$ cat src/rtl/fifo_axis_reader.sv
// Drains a show-ahead FIFO read port and presents the words as an AXI4-Stream
// master with programmable packet length, optional burst hold-off and a 2-entry skid buffer.
module fifo_axis_reader #(
    parameter int DATA_WIDTH = 8,
    parameter int ADDR_WIDTH = 3,
    parameter int LEN_WIDTH  = 16
) (
    input  logic                  clk_i,
    input  logic                  rst_n_i,
    output logic                  fifo_rd_o,
    input  logic [DATA_WIDTH-1:0] fifo_rd_data_i,
    input  logic                  fifo_empty_i,
    input  logic [ADDR_WIDTH:0]   fifo_used_words_i,
    input  logic [LEN_WIDTH-1:0]  pkt_len_i,
    input  logic                  burst_mode_i,
    output logic [DATA_WIDTH-1:0] m_tdata_o,
    output logic                  m_tvalid_o,
    input  logic                  m_tready_i,
    output logic                  m_tlast_o,
    output logic                  busy_o
);

    typedef enum logic {
        IDLE   = 1'b0,
        STREAM = 1'b1
    } state_t;

    localparam logic [LEN_WIDTH-1:0] FIFO_DEPTH = LEN_WIDTH'(2 ** ADDR_WIDTH);

    state_t                 state_q, state_d;
    logic [LEN_WIDTH-1:0]   word_cnt_q, word_cnt_d;
    logic [LEN_WIDTH-1:0]   len_q, len_d;
    logic [1:0]             buf_cnt_q, buf_cnt_d;
    logic [DATA_WIDTH:0]    ent0_q, ent0_d;
    logic [DATA_WIDTH:0]    ent1_q, ent1_d;

    logic [LEN_WIDTH-1:0]   threshold;
    logic [LEN_WIDTH-1:0]   used_ext;
    logic                   start_ok;
    logic                   push;
    logic                   xfer;
    logic                   last_word;
    logic [DATA_WIDTH:0]    push_entry;

    // A packet longer than the FIFO can never be fully buffered, so cap the wait at a full FIFO.
    assign threshold  = (pkt_len_i < FIFO_DEPTH) ? pkt_len_i : FIFO_DEPTH;
    assign used_ext   = LEN_WIDTH'(fifo_used_words_i);
    assign start_ok   = (pkt_len_i != '0) &&
                        (burst_mode_i ? (used_ext >= threshold) : !fifo_empty_i);

    assign push       = (state_q == STREAM) && !fifo_empty_i && (buf_cnt_q < 2'd2);
    assign xfer       = m_tvalid_o && m_tready_i;
    assign last_word  = (word_cnt_q == (len_q - 1'b1));
    assign push_entry = {last_word, fifo_rd_data_i};

    assign fifo_rd_o  = push;
    assign m_tvalid_o = (buf_cnt_q != 2'd0);
    assign m_tdata_o  = ent0_q[DATA_WIDTH-1:0];
    assign m_tlast_o  = ent0_q[DATA_WIDTH];
    assign busy_o     = (state_q == STREAM) || (buf_cnt_q != 2'd0);

    always_comb begin
        state_d    = state_q;
        word_cnt_d = word_cnt_q;
        len_d      = len_q;
        case (state_q)
            IDLE: begin
                len_d      = pkt_len_i;
                word_cnt_d = '0;
                if (start_ok) begin
                    state_d = STREAM;
                end
            end
            STREAM: begin
                if (push) begin
                    if (last_word) begin
                        state_d    = IDLE;
                        word_cnt_d = '0;
                    end else begin
                        word_cnt_d = word_cnt_q + 1'b1;
                    end
                end
            end
            default: state_d = IDLE;
        endcase
    end

    // Entry 0 is always the head; entry 1 only holds a word while entry 0 is stalled.
    always_comb begin
        ent0_d    = ent0_q;
        ent1_d    = ent1_q;
        buf_cnt_d = buf_cnt_q;
        case ({push, xfer})
            2'b10: begin
                if (buf_cnt_q == 2'd0) begin
                    ent0_d = push_entry;
                end else begin
                    ent1_d = push_entry;
                end
                buf_cnt_d = buf_cnt_q + 2'd1;
            end
            2'b01: begin
                ent0_d    = ent1_q;
                buf_cnt_d = buf_cnt_q - 2'd1;
            end
            2'b11: begin
                if (buf_cnt_q == 2'd1) begin
                    ent0_d = push_entry;
                end else begin
                    ent0_d = ent1_q;
                    ent1_d = push_entry;
                end
            end
            default: ;
        endcase
    end

    always_ff @(posedge clk_i or negedge rst_n_i) begin
        if (!rst_n_i) begin
            state_q    <= IDLE;
            word_cnt_q <= '0;
            len_q      <= '0;
            buf_cnt_q  <= 2'd0;
            ent0_q     <= '0;
            ent1_q     <= '0;
        end else begin
            state_q    <= state_d;
            word_cnt_q <= word_cnt_d;
            len_q      <= len_d;
            buf_cnt_q  <= buf_cnt_d;
            ent0_q     <= ent0_d;
            ent1_q     <= ent1_d;
        end
    end

endmodule

$ cat config.mk
export PLATFORM = sky130hd
export DESIGN_NAME = fifo_axis_reader
export DESIGN_NICKNAME = d
export VERILOG_FILES = /design/src/rtl/fifo_axis_reader.sv
export SDC_FILE = /design/constraint.sdc
export NUM_CORES = 1
export LEC_CHECK = 0
export BUFFER_PORTS_ARGS = -buffer_cell sky130_fd_sc_hd__buf_4
export CORE_MARGIN = 2
export CORE_UTILIZATION = 55
export DETAILED_ROUTE_END_ITERATION = 7
export PLACE_DENSITY = 0.77
export SKIP_LAST_GASP = 1
export SLEW_MARGIN = 15
export SYNTH_ARGS = -nofsm -noshare
export SYNTH_HDL_FRONTEND = slang
export SYNTH_SLANG_ARGS = --single-unit
$ cat constraint.sdc
create_clock -name clk_i -period 4.6 [get_ports clk_i]
set_input_delay 0.23 -clock clk_i [delete_from_list [all_inputs] [get_ports clk_i]]
set_output_delay 0.23 -clock clk_i [all_outputs]
set_load 0.02 [all_outputs]
### After elaboration in Yosys (flattened, before gate mapping)

Cells that the tools add are included.

* output and inout port bits: 12
* logic and storage cells: 53
* bits of input ports: 33
* bits in registers: 53

* magnitude comparators: 3
* reduce and logical (&&, ||, !) cells: 14
* multiplexer cells: 16
* add/subtract/negate cells: 4
* eq/ne operators: 9
* bitwise logic cells: 1

Operators with widths (count)
* two-way mux 16 bit: 3
* two-way mux 9 bit: 4
* one-hot mux 16 bit (2 select lines): 1
* one-hot mux 9 bit (3 select lines): 1
* one-hot mux 9 bit (2 select lines): 1
* adder 16 x 1 -> 16 bit (second input constant): 1
* == test 16 bit: 1
* >= comparator 4 x 16 -> 1 bit: 1
* less-than comparator 16 x 4 -> 1 bit (second input constant): 1
* nonzero test 16 bit: 1
* subtractor 16 x 1 -> 16 bit (second input constant): 1
* != test 2 bit (second input constant): 3
* nonzero test 2 bit: 3
* == test 2 x 1 -> 1 bit (second input constant): 2
* == test 2 bit (second input constant): 2
* logical AND 1 bit: 4
* two-way mux 1 bit: 4
* one-hot mux 2 bit (2 select lines): 1
* AND reduction 3 bit: 1
* nonzero test 3 bit: 1
* adder 2 x 1 -> 2 bit (second input constant): 1
* logical NOT 2 bit: 1
* less-than comparator 2 bit (second input constant): 1
* != test 2 x 1 -> 1 bit (second input constant): 1
* 6 further kinds: 6

### Depth between registers and ports, before layout

Gate-level depths: netlist of the first run.

* word-level depth: 7
* mapped depth: 12
* mapped depth without buffers: 12

### Worst setup path before layout of the first run

OpenSTA, ideal clock, no wires.

* path kind: input to register
* start point: input pkt_len_i[3]
* end point: register state_q
* library setup time: 121 ps
* buffers on the path: 0
* arrival: 2572 ps
* required time: 4479 ps
* setup slack: 1906 ps
* cell stages on the path: 11
* cell sequence: or4_1 > nor4_1 > and2_1 > ha_1 > nand2b_1 > a21o_1 > a21o_1 > a21oi_1 > mux2_2 > a21oi_1 > o22a_1

* cells in the longest elaborated chain, start to end: 7
* elaborated cells between the ends (all ways): 8
* those cells by class: order compare (2); mux (4); reduce/logical (2)

RTL lines
* start: declaration: RTL line 14 `input logic [LEN_WIDTH-1:0] pkt_len_i,`
* less-than comparator 16 x 4 -> 1 bit: RTL line 46 `assign threshold = (pkt_len_i < FIFO_DEPTH) ? pkt_len_i : FIFO_DEPTH;`
* two-way mux 16 bit: RTL line 46
* >= comparator 4 x 16 -> 1 bit: RTL line 49 `(burst_mode_i ? (used_ext >= threshold) : !fifo_empty_i);`
* two-way mux 1 bit: RTL line 49
* logical AND 1 bit *: RTL line 48 `assign start_ok = (pkt_len_i != '0) &&`
* two-way mux 1 bit *: RTL line 70 `if (start_ok) begin`
* one-hot mux 1 bit (2 select lines) *: RTL line 66 `case (state_q)`
* net state_d: RTL line 30 `state_t state_q, state_d;`
* end signal: assignment: RTL line 127 `state_q <= state_d;`
* end: declaration: RTL line 30

The timed path passes the listed nets; every way through them passes the cells marked *.
A chain may end at the register's enable or synchronous reset.

### Final worst setup path of the first run

* start point: register len_q[5]
* end point: register word_cnt_q[10]

* cells in the longest elaborated chain, start to end: 5

RTL lines
* start: declaration: RTL line 32 `logic [LEN_WIDTH-1:0] len_q, len_d;`
* start signal: assignment: RTL line 129 `len_q <= len_d;`
* subtractor 16 x 1 -> 16 bit: RTL line 53 `assign last_word = (word_cnt_q == (len_q - 1'b1));`
* == test 16 bit: RTL line 53
* two-way mux 16 bit: RTL line 76 `if (last_word) begin`
* two-way mux 16 bit: RTL line 75 `if (push) begin`
* one-hot mux 16 bit (2 select lines): RTL line 66
* end signal: assignment: RTL line 128 `word_cnt_q <= word_cnt_d;`
* end: declaration: RTL line 31 `logic [LEN_WIDTH-1:0] word_cnt_q, word_cnt_d;`

Every way passes these cells. The select of a mux whose other input is x is not followed.

==> summary.md, run 1 <==
| Metric | Value |
|---|---|
| Status | `finished, final reports clean` |
| Hold Crit Depth | `2` |
| Reg-to-reg critical path startpoint | `len_q[5]` |
| # IOs | `45` |
| Flop pwr share | `between 40% and 50%` |
| Post-CTS resize count | `0` |
| DP Cell Count | `~430` |
| Post-synth top flop | `dfrtp_1` |
| Combinational share of power | `between 30% and 40%` |
| CTS tree | `done` |
| ANT cells | `0` |
| H-tree depth | `2` |
| Tmin final | `~3.2 ns` |
| Post-route insts no fill | `440` |
| Finished Cell Area | `between 0.003 and 0.004 mm²` |
| Switching Share | `about two fifths` |
| Register area share after synthesis | `41.7%` |
| FF-to-FF End | `word_cnt_q[10]` |
| Clock power share | `17.2%` |
| CP top delay family | `simple AND/OR/NAND/NOR gates` |
| Tcrit/Tclk final | `around 70%` |
| Max-cap violations | `0` |
| F_max | `approximately 310 MHz` |
| Final setup fails | `0` |
| Critical path arrival | `3.40 ns` |
| Final clock skew | `~0.011 ns` |
| Worst-path clk slew | `about 0.11 ns` |
| Post-Place Cell Area | `about 0.0035 mm²` |
| # rows | `27` |
| Leak pwr | `1.58 nW` |
| Number of synthesized flops with an enable pin | `0` |
| Layout area overhead | `15.1%` |
| Syn. warnings | `0` |
| Hold Fails Final Rpt | `0` |
| CP Buf/Inv Count | `0` |
| Metal2 WL | `3180 µm` |
| Post-synth design cell area | `about 0.0032 mm²` |
| First-pass GRT wire length | `about 11000 µm` |
| Gp weighted congestion | `~0.9` |
| CP max FO | `21` |
| DR DRC count | `0` |
| Max Used Layer | `met4` |
| DR pass1 iterations | `4` |
| Initial Util | `57.3%` |
| Ys async rst share | `100%` |
| Synth top area share | `41.7%` |
| Gr usage total | `21.8%` |
| Worst-Skew Late Latency | `around 0.32 ns` |
| Netlist cell types | `between 40 and 50` |
| Max incr delay on CP | `approximately 0.52 ns` |
| Total power | `between 1.5 and 2 mW` |
| Psw | `about 0.64 mW` |
| Crit path kind | `reg2reg` |
| Drt total wl | `approximately 6600 µm` |
| R2R depth | `7` |
| Internal reg-to-reg setup slack | `~1.4 ns` |
| IO Port Bufs | `44` |
| Min-delay src | `fifo_rd_data_i[4]` |
| Bufs on Longest Clock Path | `2` |
| DR vias/cell | `a little under 6` |
| Crit path cell chain | `nor4_4, nand4_1, a2111o_1, nor4_1, nand4_2, nand2_1, o311ai_1` |
| Number of global-route vias before repair | `2439` |
| Setup WS post-layout | `approximately 1.4 ns` |
| Layout cells sized above 1 | `about a quarter` |
| Clock sink count | `53` |
| Worst vdd ir | `between 0.0003 and 0.0004 V` |
| Syn Area/Cell | `roughly 10 µm²` |
| Syn Nets | `370` |
| Drt wl/cell | `around 15 µm` |
| DR iter-0 viols | `153` |
| ANT nets after route | `0` |
| Worst-Margin Slew | `1.03 ns` |
| Fin util | `between 60% and 70%` |
| Die height | `roughly 80 µm` |
| Multi-input gate area | `between 0.0015 and 0.002 mm²` |
| Post-CTS Setup Bufs | `0` |
| Worst endpoint required time | `4.79 ns` |
| Power density cells | `452 mW/mm²` |
| Number of CTS-inserted buffers | `5` |
| Crit. End Element | `flip-flop` |
| Pre-CTS WS | `between 1 and 1.5 ns` |
| Core outline area | `between 0.005 and 0.006 mm²` |
| Met3 routed WL | `approximately 240 µm` |
| Startpoint Class | `flip-flop` |
| Min-delay worst type | `in2reg` |
| Max_slew headroom | `30.9%` |
| P_int | `1.01 mW` |
| Fin. max-slew vios | `0` |
| Worst Hold Path EP | `ent1_q[4]` |
| Crit-path slowest cell | `nand2_1` |
| Overflow left after global routing | `0` |
| Clock root cell | `clkbuf_8` |
| Sequential Area | `between 0.001 and 0.0015 mm²` |
| Vias | `2564` |
| Synth Register Bits | `53` |
| Initial antenna violation count | `0` |
| Synth area leader | `dfrtp_1` |
| Die ar. | `between 0.006 and 0.007 mm²` |
| Die Wd | `80 µm` |
| Hold WS | `~0.14 ns` |
| Fillers | `between 400 and 500` |
| Unrepaired setup endpoints after global routing | `no` |
| Met1 wire length | `~3100 µm` |
| Largest net degree at the start of global routing | `54` |
| Post-DP HPWL | `4700 µm` |
| Setup TNS | `0 ns` |
| NumNets Final | `around 410` |
| Ranking of synthesized cells by area | `dfrtp_1 42%, mux2_2 9.2%, nand2_1 5.2%` |
| Hold buffer count at cts | `1` |
| Post-synthesis cell count | `326` |
==> per-layer routing <==
layer / GRT usage, % / up-vias
li1: - / 1260
met1: 29.4 / 1249
met2: 35.9 / 46
met3: 3.62 / 9
met4: 6.27 / 0
met5: 0 / -
==> area by class of cell <==
type,instances,area share (%)
flip-flops and latches,53,36.3
well taps,72,2.46
clock inverters,3,0.787
clock buffers,5,1.88
repair buffers,47,9.72
inverters,13,1.33
multi-input cells,247,47.6
==> how the worst max path moves through the flow <==
| stage | from | end | cells after the start |
|---|---|---|---|
| 2_1_floorplan | pkt_len_i[3] | state_q | 11 |
| 3_3_place_gp | pkt_len_i[3] | state_q | 12 |
| 3_5_place_dp | pkt_len_i[3] | state_q | 12 |
| 4_1_cts | len_q[5] | word_cnt_q[14] | 7 |
| 5_1_grt | len_q[0] | word_cnt_q[9] | 9 |
| 6_report | len_q[5] | word_cnt_q[10] | 7 |
==> worst reg2reg max path: cells and delay by family, from the launching register on <==
kind             cells  cell delay [ns]
AO/OA/AOI/OAI        2             0.62
flip-flops           1             0.49
AND/OR/NAND/NOR      5             1.98
==> logic make-up after synthesis <==
family                     count (synthesis)  share of synthesized area (%)
AOI/OAI and AO/OA                         54                           11.7
and+or+nand+nor                          132                           22.8
adders and majority gates                 11                           4.33
muxes                                     30                           10.5
buffers and inverters                     26                           3.51
DFF                                       53                           41.7
xor gates and xnor gates                  20                           5.51
==> power groups by stage <==
stage | clock network (mW) | registers, mW | logic [mW]
6_report | 0.285 | 0.720 | 0.648
4_1_cts | 0.289 | 0.720 | 0.653
2_1_floorplan | 0 | 0.737 | 0.429
3_5_place_dp | 0 | 0.729 | 0.649
5_1_grt | 0.309 | 0.739 | 0.719
3_3_place_gp | 0 | 0.723 | 0.636
==> layout by cell type (no fill, tap or decap), types with 5 or more instances in the layout <==
| cell | n |
|---|---|
| nand3_1 | 13 |
| nor2_1 | 12 |
| ha_1 | 11 |
| clkbuf_8 | 5 |
| inv_1 | 12 |
| a21oi_1 | 8 |
| and3_1 | 5 |
| a22oi_1 | 8 |
| nand4_1 | 14 |
| xnor2_1 | 14 |
| o311ai_1 | 8 |
| mux2_2 | 26 |
| o21ai_0 | 15 |
| nand2b_1 | 5 |
| xor2_1 | 6 |
| buf_4 | 46 |
| nand2_1 | 44 |
| nor3_1 | 9 |
| dfrtp_1 | 53 |
==> flip-flops by register name, indices dropped and copies added (netlist names) <==
signal / count
len_q: 16
word_cnt_q: 16
ent0_q: 9
ent1_q: 9
buf_cnt_q: 2
state_q: 1
==> cell usage after synthesis (all sizes together) (2+ instances only) <==
cell and number:
dfrtp 53, nand2 44, mux2 26, nand4 15, o21ai 15, xnor2 14, nand3 13, inv 12
nor2 12, ha 11, a21oi 9, nor3 9, a22oi 8, clkbuf 8, o311ai 8, nand2b 6
xor2 6, and3 5, buf 5, mux2i 4, nor2b 4, nor4 4, or2 4, or4 4
a31oi 3, nand3b 3, nand4b 3, a211o 2, a21o 2, and2 2, nor3b 2, o211ai 2
Note: power is estimated with default switching activity, not from simulation.
==> inputs of run 2 (changes only) <==
Clock period 4.6 ns to 3 ns, I/O delays scaled along.
==> run 2 against run 1 <==
- clock skew is 0.0016 ns lower
- sequential power is 54% higher
- fmax is 19% higher
- core utilization is 0.56 points higher
- worst setup slack worse by 1.1 ns
- final cell count is 1.1% higher
- wire length is 1.3% higher
- global-route usage is 0.98 points higher
- clock power is 47% higher
- via count is 1.4% higher
- sequential cell count stayed put
==> summary.md, run 2 (synthesized netlist as in run 1, its figures left out) <==
| Metric | Value |
|---|---|
| DR iter-0 viols | `154 (+0.65%)` |
| Flop pwr share | `43.8% (+0.2 points)` |
| Number of global-route vias before repair | `2550 (+4.6%)` |
| Most common cell after layout, fill and taps aside | `dfrtp_1` |
| Crit. End Element | `flip-flop` |
| Die ar. | `0.00640 mm² (unchanged)` |
| Hold Fails Final Rpt | `0 (unchanged)` |
| CTS tree | `done` |
| Power density cells | `687 mW/mm² (+52%)` |
| Most frequent cells in the layout | `53 x dfrtp_1, 51 x buf_4, 44 x nand2_1` |
| Crit path kind | `reg2reg` |
| Tmin final | `2.69 ns (-0.521 ns)` |
| Clock power share | `16.5% (-0.7 points)` |
| Leak pwr | `1.60 nW (+1.3%)` |
| Layout cells sized above 1 | `25.5% (+1.0 points)` |
| Core outline area | `0.00554 mm² (unchanged)` |
| Worst-path clk slew | `0.10 ns (about the same)` |
| Largest regs | `len_q: 16 flops, word_cnt_q: 16 flops` |
| Status | `finished, final reports clean` |
| Drt wl/cell | `14.9 µm (+0.14%)` |
| Gp weighted congestion | `0.827 (-8.3%)` |
| Psw | `0.975 mW (+53%)` |
| Combinational share of power | `39.7% (+0.5 points)` |
| Worst vdd ir | `0.000517 V (+44%)` |
| Setup TNS | `0 ns (unchanged)` |
| ANT cells | `0 (unchanged)` |
| Worst-Margin Slew | `0.667 ns (-0.367 ns)` |
| Layout area overhead | `16.1%` |
| Initial Util | `57.3% (unchanged)` |
| DR pass1 iterations | `4 (unchanged)` |
| DR DRC count | `0 (unchanged)` |
| Vias | `2599 (+1.4%)` |
| H-tree depth | `2 (unchanged)` |
| Fin. max-slew vios | `0 (unchanged)` |
| # IOs | `45 (unchanged)` |
| Worst endpoint required time | `3.18 ns (-1.61 ns)` |
| NumNets Final | `416 (+1.2%)` |
| Clock sink count | `53 (unchanged)` |
| Die height | `80 µm (unchanged)` |
| # rows | `27 (unchanged)` |
| Internal reg-to-reg setup slack | `0.31 ns (-1.08 ns)` |
| Die Wd | `80 µm (unchanged)` |
| P_int | `1.56 mW (+54%)` |
| Worst-Skew Late Latency | `0.32 ns (about the same)` |
| Startpoint Class | `flip-flop` |
| Largest net degree at the start of global routing | `54 (unchanged)` |
| Bufs on Longest Clock Path | `2 (unchanged)` |
| Unrepaired setup endpoints after global routing | `no` |
| CP max FO | `11 (-48%)` |
| DR vias/cell | `5.84 (+0.23%)` |
| Critical path arrival | `2.87 ns (-0.53 ns)` |
| Fillers | `465 (-0.85%)` |
| First-pass GRT wire length | `11500 µm (+4.5%)` |
| ANT nets after route | `0 (unchanged)` |
| F_max | `372 MHz (+19%)` |
| Total power | `2.53 mW (+53%)` |
| Final clock skew | `0.00900 ns (-0.00164 ns)` |
| Switching Share | `38.5% (-0.15 points)` |
| Overflow left after global routing | `0 (unchanged)` |
| Max_slew headroom | `55.4% (+24 points)` |
| Initial antenna violation count | `0 (unchanged)` |
| Post-DP HPWL | `4790 µm (+1.7%)` |
| Post-CTS Setup Bufs | `0 (unchanged)` |
| Max-cap violations | `0 (unchanged)` |
| Tcrit/Tclk final | `89.6% (+20 points)` |
| Drt total wl | `6640 µm (+1.3%)` |
| IO Port Bufs | `44 (unchanged)` |
| Number of CTS-inserted buffers | `5 (unchanged)` |
| Gr usage total | `22.7% (+0.98 points)` |
| Final setup fails | `0 (unchanged)` |
| Clock root cell | `clkbuf_8` |
| Min-delay worst type | `in2reg` |
run 2: layout make-up:
class                           instances  area, µm²  share of cell area [%]
Clock buffer                            5       68.8                    1.87
Tap cell                               72       90.1                    2.44
Sequential cell                        53       1330                    36.0
Multi-Input combinational cell        247       1740                    47.2
Timing Repair Buffer                   52        393                    10.7
Clock inverter                          3       22.5                   0.611
Inverter                               13       48.8                    1.32
run 2: stage by stage:
stage          setup WS (ns)  util (%)  cell area, µm²  cells  hold slack [ns]
6_report               0.311      66.6            3690    445           0.0664
5_1_grt                0.114      66.6            3690    445           0.0614
4_1_cts                0.307      66.6            3690    445           0.0656
3_5_place_dp           0.299      64.7            3590    436            0.226
3_3_place_gp           0.395      64.7            3590    436            0.231
2_1_floorplan          0.386         -            3180    326           -0.146
run 2: repair_timing:
item,CTS,global route
hold buffers,1,0
hold endpoints to repair,53,0
resized for setup,0,0
run 2: routing by layer:
metal	global-route usage, %	routed length, µm	up-vias
met1	31.1	3010	1263
met2	37.3	3320	55
li1	-	-	1273
met5	0	0	-
met4	5.42	73	0
met3	4.41	249	8
run 2: final timing paths:
kind                              startpoint        endpoint  cells past startpoint
setup / recovery                    len_q[0]  word_cnt_q[15]                      9
hold / removal             fifo_rd_data_i[1]       ent1_q[1]                      2
setup reg to reg                    len_q[0]  word_cnt_q[15]                      9
hold reg to reg                    ent0_q[6]       ent0_q[6]                      2
max in group asynchronous            rst_n_i   word_cnt_q[2]                      2
min in group asynchronous            rst_n_i       len_q[12]                      2
run 2: critical path, cell delays in order (launching register included):
cell and delay, ns:
dfrtp_1 0.44, inv_1 0.08, ha_1 0.19, nor4b_4 0.35
nand4_1 0.23, or4_1 0.58, o211ai_2 0.10, nand4_2 0.10
nand2_1 0.32, o21ai_0 0.17
run 2: power groups by stage:
stage	logic, mW	registers (mW)	clock network, mW
6_report	1.01	1.11	0.418
2_1_floorplan	0.658	1.13	0
3_3_place_gp	0.976	1.11	0
4_1_cts	1.02	1.11	0.427
3_5_place_dp	1.01	1.12	0
5_1_grt	1.12	1.14	0.447
